--- src/rtl/j1_pkg.sv ---
`default_nettype none
// +--------------------------------------------------------------------+
// | Module   : j1_pkg                                                  |
// | Purpose  : Shared decode types and instruction field positions     |
// |            for the J1 Wishbone core.                               |
// | Contents : tag_t (instruction class), op_t (ALU op),               |
// |            state_t with RUN/MEM, ALU field bit positions,          |
// |            decode_tag() helper.                                    |
// | Revision : 1.0 - initial release                                   |
// +--------------------------------------------------------------------+
package j1_pkg;

   typedef enum logic [2:0] {
      TAG_UBRANCH = 3'b000,
      TAG_ZBRANCH = 3'b001,
      TAG_CALL    = 3'b010,
      TAG_ALU     = 3'b011,
      TAG_LIT     = 3'b100
   } tag_t;

   typedef enum logic [3:0] {
      OP_T     = 4'h0, OP_N     = 4'h1, OP_ADD   = 4'h2, OP_AND   = 4'h3,
      OP_OR    = 4'h4, OP_XOR   = 4'h5, OP_INV   = 4'h6, OP_EQ    = 4'h7,
      OP_LT    = 4'h8, OP_SHR   = 4'h9, OP_DEC   = 4'hA, OP_R     = 4'hB,
      OP_LOAD  = 4'hC, OP_SHL   = 4'hD, OP_DEPTH = 4'hE, OP_ULT   = 4'hF
   } op_t;

   typedef logic [0:0] state_t;
   localparam state_t RUN = 1'b0;
   localparam state_t MEM = 1'b1;

   // ALU field positions; the low 13 bits look the same for every W.
   localparam int F_RPC    = 12;
   localparam int F_OP_MSB = 11;
   localparam int F_OP_LSB = 8;
   localparam int F_TN     = 7;
   localparam int F_TR     = 6;
   localparam int F_NT     = 5;
   localparam int F_IE     = 4;
   localparam int F_RD_MSB = 3;
   localparam int F_RD_LSB = 2;
   localparam int F_DD_MSB = 1;
   localparam int F_DD_LSB = 0;

   // Top bit set means literal regardless of the two bits below it.
   function automatic tag_t decode_tag(input logic [2:0] top);
      if (top[2]) return TAG_LIT;
      return tag_t'(top);
   endfunction

endpackage
`default_nettype wire

--- src/rtl/j1_stack.sv ---
`default_nettype none
// +--------------------------------------------------------------------+
// | Module   : j1_stack                                                |
// | Purpose  : Stack register file, one synchronous write port and     |
// |            one asynchronous read port. Pointer handling and wrap   |
// |            detection live in the core.                             |
// | Ports    : clk, we, waddr, wdata (write) ; raddr -> rdata (read)   |
// | Revision : 1.0 - initial release                                   |
// +--------------------------------------------------------------------+
module j1_stack #(
   parameter int WIDTH = 16,
   parameter int DEPTH = 32,
   localparam int AW   = $clog2(DEPTH)
) (
   input  logic             clk,
   input  logic             we,
   input  logic [AW-1:0]    waddr,
   input  logic [WIDTH-1:0] wdata,
   input  logic [AW-1:0]    raddr,
   output logic [WIDTH-1:0] rdata
);

   logic [WIDTH-1:0] r_mem [DEPTH];

   always_ff @(posedge clk) begin
      if (we) r_mem[waddr] <= wdata;
   end

   assign rdata = r_mem[raddr];

endmodule
`default_nettype wire

--- src/rtl/j1_core_wb.sv ---
`default_nettype none
// +--------------------------------------------------------------------+
// | Module   : j1_core_wb                                              |
// | Purpose  : J1 stack CPU with Wishbone-classic data master, one     |
// |            maskable vectored interrupt and sticky stack-wrap flags.|
// | Ports    : clk, reset (async, active-high)                         |
// |            ibus_adr/ibus_re/ibus_dat : sync ROM, 1-cycle latency   |
// |            wb_cyc/stb/we/adr/dat_o/dat_i/ack : data bus master     |
// |            irq : level interrupt ; dstk_err/rstk_err : wrap flags  |
// | Revision : 1.0 - initial release                                   |
// +--------------------------------------------------------------------+
module j1_core_wb
   import j1_pkg::*;
#(
   parameter int W            = 16,
   parameter int PC_W         = 13,
   parameter int DSTACK_DEPTH = 32,
   parameter int RSTACK_DEPTH = 32,
   parameter int IRQ_VEC      = 1
) (
   input  logic            clk,
   input  logic            reset,
   output logic [PC_W-1:0] ibus_adr,
   output logic            ibus_re,
   input  logic [W-1:0]    ibus_dat,
   output logic            wb_cyc,
   output logic            wb_stb,
   output logic            wb_we,
   output logic [W-2:0]    wb_adr,
   output logic [W-1:0]    wb_dat_o,
   input  logic [W-1:0]    wb_dat_i,
   input  logic            wb_ack,
   input  logic            irq,
   output logic            dstk_err,
   output logic            rstk_err
);

   localparam int DP_W = $clog2(DSTACK_DEPTH);
   localparam int RP_W = $clog2(RSTACK_DEPTH);
   localparam int SH_W = $clog2(W);

   logic [PC_W-1:0] r_pc;
   logic [DP_W-1:0] r_dsp;
   logic [RP_W-1:0] r_rsp;
   logic [W-1:0]    r_t, r_insn;
   logic            r_ie, r_boot, r_dstk_err, r_rstk_err;
   state_t          r_state;

   logic [W-1:0]    w_insn, w_n, w_r, w_alu, w_t_next, w_rstk_wdata;
   tag_t            w_tag;
   op_t             w_op;
   logic            w_is_mem, w_irq_take, w_bus_start, w_commit;
   logic            w_dstk_push, w_rstk_push;
   logic [PC_W-1:0] w_pc_inc, w_pc_next, w_target;
   logic [DP_W:0]   w_dd, w_dsp_sum;
   logic [RP_W:0]   w_rd, w_rsp_sum;

   // While a bus transfer is pending the ROM is not re-read, so the held copy is used.
   assign w_insn   = (r_state == MEM) ? r_insn : ibus_dat;
   assign w_tag    = decode_tag(w_insn[W-1:W-3]);
   assign w_op     = op_t'(w_insn[F_OP_MSB:F_OP_LSB]);
   assign w_target = w_insn[PC_W-1:0];
   assign w_pc_inc = r_pc + PC_W'(1);

   assign w_is_mem    = (w_tag == TAG_ALU) && ((w_op == OP_LOAD) || w_insn[F_NT]);
   // r_boot masks the first presented word after reset release.
   assign w_irq_take  = (r_state == RUN) && irq && r_ie && !r_boot;
   assign w_bus_start = (r_state == RUN) && w_is_mem && !w_irq_take;
   assign w_commit    = !reset && (w_irq_take || ((r_state == RUN) && !w_is_mem) ||
                                   ((r_state == MEM) && wb_ack));

   always_comb begin
      w_alu = r_t;
      case (w_op)
         OP_T:     w_alu = r_t;
         OP_N:     w_alu = w_n;
         OP_ADD:   w_alu = r_t + w_n;
         OP_AND:   w_alu = r_t & w_n;
         OP_OR:    w_alu = r_t | w_n;
         OP_XOR:   w_alu = r_t ^ w_n;
         OP_INV:   w_alu = ~r_t;
         OP_EQ:    w_alu = {W{w_n == r_t}};
         OP_LT:    w_alu = {W{$signed(w_n) < $signed(r_t)}};
         OP_SHR:   w_alu = w_n >> r_t[SH_W-1:0];
         OP_DEC:   w_alu = r_t - W'(1);
         OP_R:     w_alu = w_r;
         OP_LOAD:  w_alu = wb_dat_i;
         OP_SHL:   w_alu = w_n << r_t[SH_W-1:0];
         OP_DEPTH: w_alu = {{(W/2-RP_W){1'b0}}, r_rsp, {(W/2-DP_W){1'b0}}, r_dsp};
         OP_ULT:   w_alu = {W{w_n < r_t}};
         default:  w_alu = r_t;
      endcase
   end

   always_comb begin
      w_pc_next    = r_pc;
      w_t_next     = r_t;
      w_dd         = '0;
      w_rd         = '0;
      w_dstk_push  = 1'b0;
      w_rstk_push  = 1'b0;
      w_rstk_wdata = r_t;
      if (w_irq_take) begin
         // Return address is the discarded word itself so it re-executes.
         w_pc_next    = PC_W'(IRQ_VEC);
         w_rd         = (RP_W+1)'(1);
         w_rstk_push  = 1'b1;
         w_rstk_wdata = W'({r_pc, 1'b0});
      end else if (w_commit) begin
         w_pc_next = w_pc_inc;
         case (w_tag)
            TAG_LIT: begin
               w_t_next    = {1'b0, w_insn[W-2:0]};
               w_dd        = (DP_W+1)'(1);
               w_dstk_push = 1'b1;
            end
            TAG_UBRANCH: w_pc_next = w_target;
            TAG_ZBRANCH: begin
               w_t_next = w_n;
               w_dd     = '1;
               if (r_t == '0) w_pc_next = w_target;
            end
            TAG_CALL: begin
               w_pc_next    = w_target;
               w_rd         = (RP_W+1)'(1);
               w_rstk_push  = 1'b1;
               w_rstk_wdata = W'({w_pc_inc, 1'b0});
            end
            default: begin
               w_t_next    = w_alu;
               w_dd        = {{(DP_W-1){w_insn[F_DD_MSB]}}, w_insn[F_DD_MSB:F_DD_LSB]};
               w_rd        = {{(RP_W-1){w_insn[F_RD_MSB]}}, w_insn[F_RD_MSB:F_RD_LSB]};
               w_dstk_push = w_insn[F_TN];
               w_rstk_push = w_insn[F_TR];
               if (w_insn[F_RPC]) w_pc_next = w_r[PC_W:1];
            end
         endcase
      end
   end

   // One extra bit above the pointer: it is set exactly when the move crosses
   // the DEPTH-1/0 boundary in either direction.
   assign w_dsp_sum = {1'b0, r_dsp} + w_dd;
   assign w_rsp_sum = {1'b0, r_rsp} + w_rd;

   j1_stack #(.WIDTH(W), .DEPTH(DSTACK_DEPTH)) u_dstack (
      .clk   (clk),
      .we    (w_commit && w_dstk_push),
      .waddr (w_dsp_sum[DP_W-1:0]),
      .wdata (r_t),
      .raddr (r_dsp),
      .rdata (w_n)
   );

   j1_stack #(.WIDTH(W), .DEPTH(RSTACK_DEPTH)) u_rstack (
      .clk   (clk),
      .we    (w_commit && w_rstk_push),
      .waddr (w_rsp_sum[RP_W-1:0]),
      .wdata (w_rstk_wdata),
      .raddr (r_rsp),
      .rdata (w_r)
   );

   always_ff @(posedge clk or posedge reset) begin
      if (reset) begin
         r_pc       <= '0;
         r_dsp      <= '0;
         r_rsp      <= '0;
         r_t        <= '0;
         r_insn     <= '0;
         r_ie       <= 1'b0;
         r_boot     <= 1'b1;
         r_state    <= RUN;
         r_dstk_err <= 1'b0;
         r_rstk_err <= 1'b0;
      end else begin
         r_boot <= 1'b0;
         if (r_state != MEM) r_insn <= ibus_dat;
         if (w_commit) begin
            r_pc       <= w_pc_next;
            r_t        <= w_t_next;
            r_dsp      <= w_dsp_sum[DP_W-1:0];
            r_rsp      <= w_rsp_sum[RP_W-1:0];
            r_dstk_err <= r_dstk_err | w_dsp_sum[DP_W];
            r_rstk_err <= r_rstk_err | w_rsp_sum[RP_W];
            if (w_irq_take)
               r_ie <= 1'b0;
            else if ((w_tag == TAG_ALU) && w_insn[F_RPC] && w_insn[F_IE])
               r_ie <= 1'b1;
         end
         if (w_bus_start)
            r_state <= MEM;
         else if ((r_state == MEM) && wb_ack)
            r_state <= RUN;
      end
   end

   assign ibus_re  = reset || w_commit;
   assign ibus_adr = reset ? '0 : w_pc_next;
   assign wb_cyc   = !reset && ((r_state == MEM) || w_bus_start);
   assign wb_stb   = wb_cyc;
   assign wb_we    = wb_cyc && w_insn[F_NT];
   assign wb_adr   = r_t[W-1:1];
   assign wb_dat_o = w_n;
   assign dstk_err = r_dstk_err;
   assign rstk_err = r_rstk_err;

endmodule
`default_nettype wire
--- config.mk ---
export PLATFORM = sky130hd
export DESIGN_NAME = j1_core_wb
export DESIGN_NICKNAME = d
export VERILOG_FILES = /design/src/rtl/j1_pkg.sv /design/src/rtl/j1_stack.sv /design/src/rtl/j1_core_wb.sv
export SDC_FILE = /design/constraint.sdc
export NUM_CORES = 1
export LEC_CHECK = 0
export ABC_AREA = 0
export CAP_MARGIN = 20
export CORE_MARGIN = 2
export CORE_UTILIZATION = 43
export CTS_BUF_LIST = sky130_fd_sc_hd__clkbuf_4 sky130_fd_sc_hd__clkbuf_8
export CTS_CLUSTER_SIZE = 25
export DETAILED_ROUTE_END_ITERATION = 6
export PLACE_DENSITY = 0.67
export SYNTH_ARGS = -nofsm -noshare
export SYNTH_HDL_FRONTEND = slang
export SYNTH_SLANG_ARGS = --single-unit
--- constraint.sdc ---
create_clock -name clk -period 9.3 [get_ports clk]
set_input_delay 1.86 -clock clk [delete_from_list [all_inputs] [get_ports clk]]
set_output_delay 1.86 -clock clk [all_outputs]
set_load 0.01 [all_outputs]
==> run metrics <==
Worst Path Required 7.44 ns; hold_buf cts 0; Synth top area share 62.4%; Setup WS pre-CTS 0.919 ns; commonest non-fill, non-tap cell in the layout edfxtp_1; gr usage total 24.2%; Clock Sinks 1,084; fill count 9,508; Flop pwr share 34.1%; fin. max-slew vios 0; post-synthesis register bit count 1,084; # nets final 3,236; hold_ws 0.542 ns; most frequent cells in the layout edfxtp_1 (1,024), mux4_2 (319), nand2_1 (209); Post-Syn Area 0.0493 mm^2; Total Power 19.4 mW; post-cts resize count 0; syn_area_per_cell 16.6 um^2; dpl cell area 0.0521 mm^2; YS warnings 0; number of global-route vias before repair 28.9k; NetSw 7.81 mW; final worst slack 0.704 ns; antenna-violating nets left 0; die footprint 0.117 mm^2; RSZ-0062 raised after global routing false; Area growth syn-to-layout 12.8%; first-pass GRT wire length 204,000 um; CTS root buf clkbuf_8; routed wire length 142,000 um; drt first pass iters 5; Via density 6.19; Post-route DRC 0; critical path data arrival time 6.74 ns; Max clock buf depth 3; Max-slew headroom 22.0%; Internal 11.6 mW; switching share of power 40.3%; Vias 29.5k; CTS tree built; most common flop cell mapped by yosys edfxtp_1; Clk network pwr share 21.0%; Die H 343 um; PwrDens 348 mW/mm^2; crit end category output pin; initial antenna violation count 4; final instance area 0.0556 mm^2; DR WL/cell 29.8 um; Tcrit/Tclk final 92.4%; setup TNS 0 ns; Pleak 18.1 nW; critical path type input pin to output pin; ratio of cells with drive above 1 in the final layout 25.7%; Cells after Synth 2,960; RD Place Congestion 0.957; critical path peak fanout 15; Reg area 0.0323 mm^2; IO buf count 85; startpoint types input pin; GRT Residual Overflow 0; synthesized net count 3,076; IO Count 86; TritonCTS Buffers 169; outcome finished, final reports clean; Die X 343 um; sequential element share of the synthesized area 65.5%; Least-Margin Pin Slew 1.17 ns; endpoints failing setup 0; DP HPWL 94,000 um; initial core utilization 43.2%; clk_skew 0.0524 ns; Worst Hold Class flip-flop to flip-flop; FMAX 0.116 GHz; Distinct cells, synth 88; number of synthesized flops with an enable pin 1,024; Comb power frac 44.9%; area leader, netlist edfxtp_1; largest net degree at the start of global routing 78; CTS HTree Levels 4; Iter 0 DRT Violations 3,536; multi-input logic area 0.0161 mm^2; Max Cap Viol 0; minimum clock period 8.60 ns; worst vdd ir 0.000273 V; clock latency on the worst-skew pair 0.85 ns; ys async rst share 5.54%; CORE AREA 0.114 mm^2; Clk pin slew, worst setup/hold paths 0.06 ns; top cells by area, synth edfxtp_1 (62%), mux4_2 (15%), dfrtp_1 (3.0%), ha_1 (2.0%), mux2i_1 (1.6%); row count 124; post-CTS setup buffer count 0; endpoints failing hold 0
-- critical path, stage by stage --
cell             delay (ns)
clkdlybuf4s50_1        0.69
or3b_2                 0.52
nand2_1                0.15
nand2_1                0.29
o31a_1                 0.58
nand2_1                0.32
a21boi_0               0.60
o22ai_1                0.18
a211oi_1               0.24
a21oi_1                0.09
a21oi_1                0.54
clkdlybuf4s50_1        0.66
-- synthesized netlist by cell type, types with 20 or more instances --
cell	instances
buf_4	21
inv_1	67
mux4_2	319
o22ai_1	32
a31oi_1	20
nor3_1	32
dfrtp_1	59
clkbuf_1	93
a21oi_1	101
o21ai_0	80
mux2i_1	79
nand2b_1	24
a211oi_1	30
mux2_2	43
buf_2	43
ha_1	77
nand3_1	45
nand2_1	209
nor2_1	180
a22oi_1	37
buf_1	24
xnor2_1	36
edfxtp_1	1024
-- kinds of logic after synthesis --
group	synth area share, %
xor+xnor	0.835
fa+ha+maj	2.08
other cells	0.00761
flops	65.5
compound gates	5.65
buf+inv	2.39
simple gates	5.82
mux	17.8
-- stage by stage --
| stage | instances | utilization (%) |
|---|---|---|
| after global placement | 4458 | 45.7 |
| after global routing | 4766 | 48.7 |
| after detailed placement | 4459 | 45.7 |
| after floorplan | 2960 | - |
| final | 4767 | 48.7 |
| after CTS | 4763 | 48.7 |
-- metal layers --
metal	GRT usage, %	vias to the layer above	share of wire [%]
met5	0	-	0.0092
met4	8.61	2	3.4
met1	33.9	15341	40
met2	37.4	1624	47
met3	5.42	285	9.4
li1	-	12249	-
-- power groups by stage --
stage,combinational (mW),sequential [mW],clock (mW)
after floorplan,5.27,6.60,0
after global placement,8.47,6.69,0
after detailed placement,8.51,6.70,0
after CTS,8.55,6.60,4.13
after global routing,9.11,6.63,4.34
final,8.70,6.60,4.07
-- state kept, by name, indices dropped and copies added, names as in the netlist --
name	count
r_state	1
dstk_err	1
r_boot	1
u_dstack.r_mem	512
r_pc	13
r_ie	1
r_t	16
r_insn	16
r_rsp	5
rstk_err	1
r_dsp	5
u_rstack.r_mem	512
-- worst paths after layout --
check,endpoint,from,cells after the start,slack [ns]
max reg2reg,r_t[10],r_dsp[4],20,2.49
min,r_ie,r_ie,2,0.54
max,ibus_adr[0],ibus_dat[13],12,0.70
min in group asynchronous,r_pc[9],reset,3,1.95
max in group asynchronous,r_dsp[1],reset,3,6.70
min reg2reg,r_ie,r_ie,2,0.54
-- final cells by class --
cell class,instances,share of cell area (%)
Antenna cell,2,0.00901
Clock buffer,228,5.05
Clock inverter,76,1.11
Inverter,71,0.480
Multi-Input combinational cell,1616,28.9
Sequential cell,1084,58.1
Tap cell,1512,3.40
Timing Repair Buffer,178,2.92
Note: power is estimated with default switching activity, not from simulation.
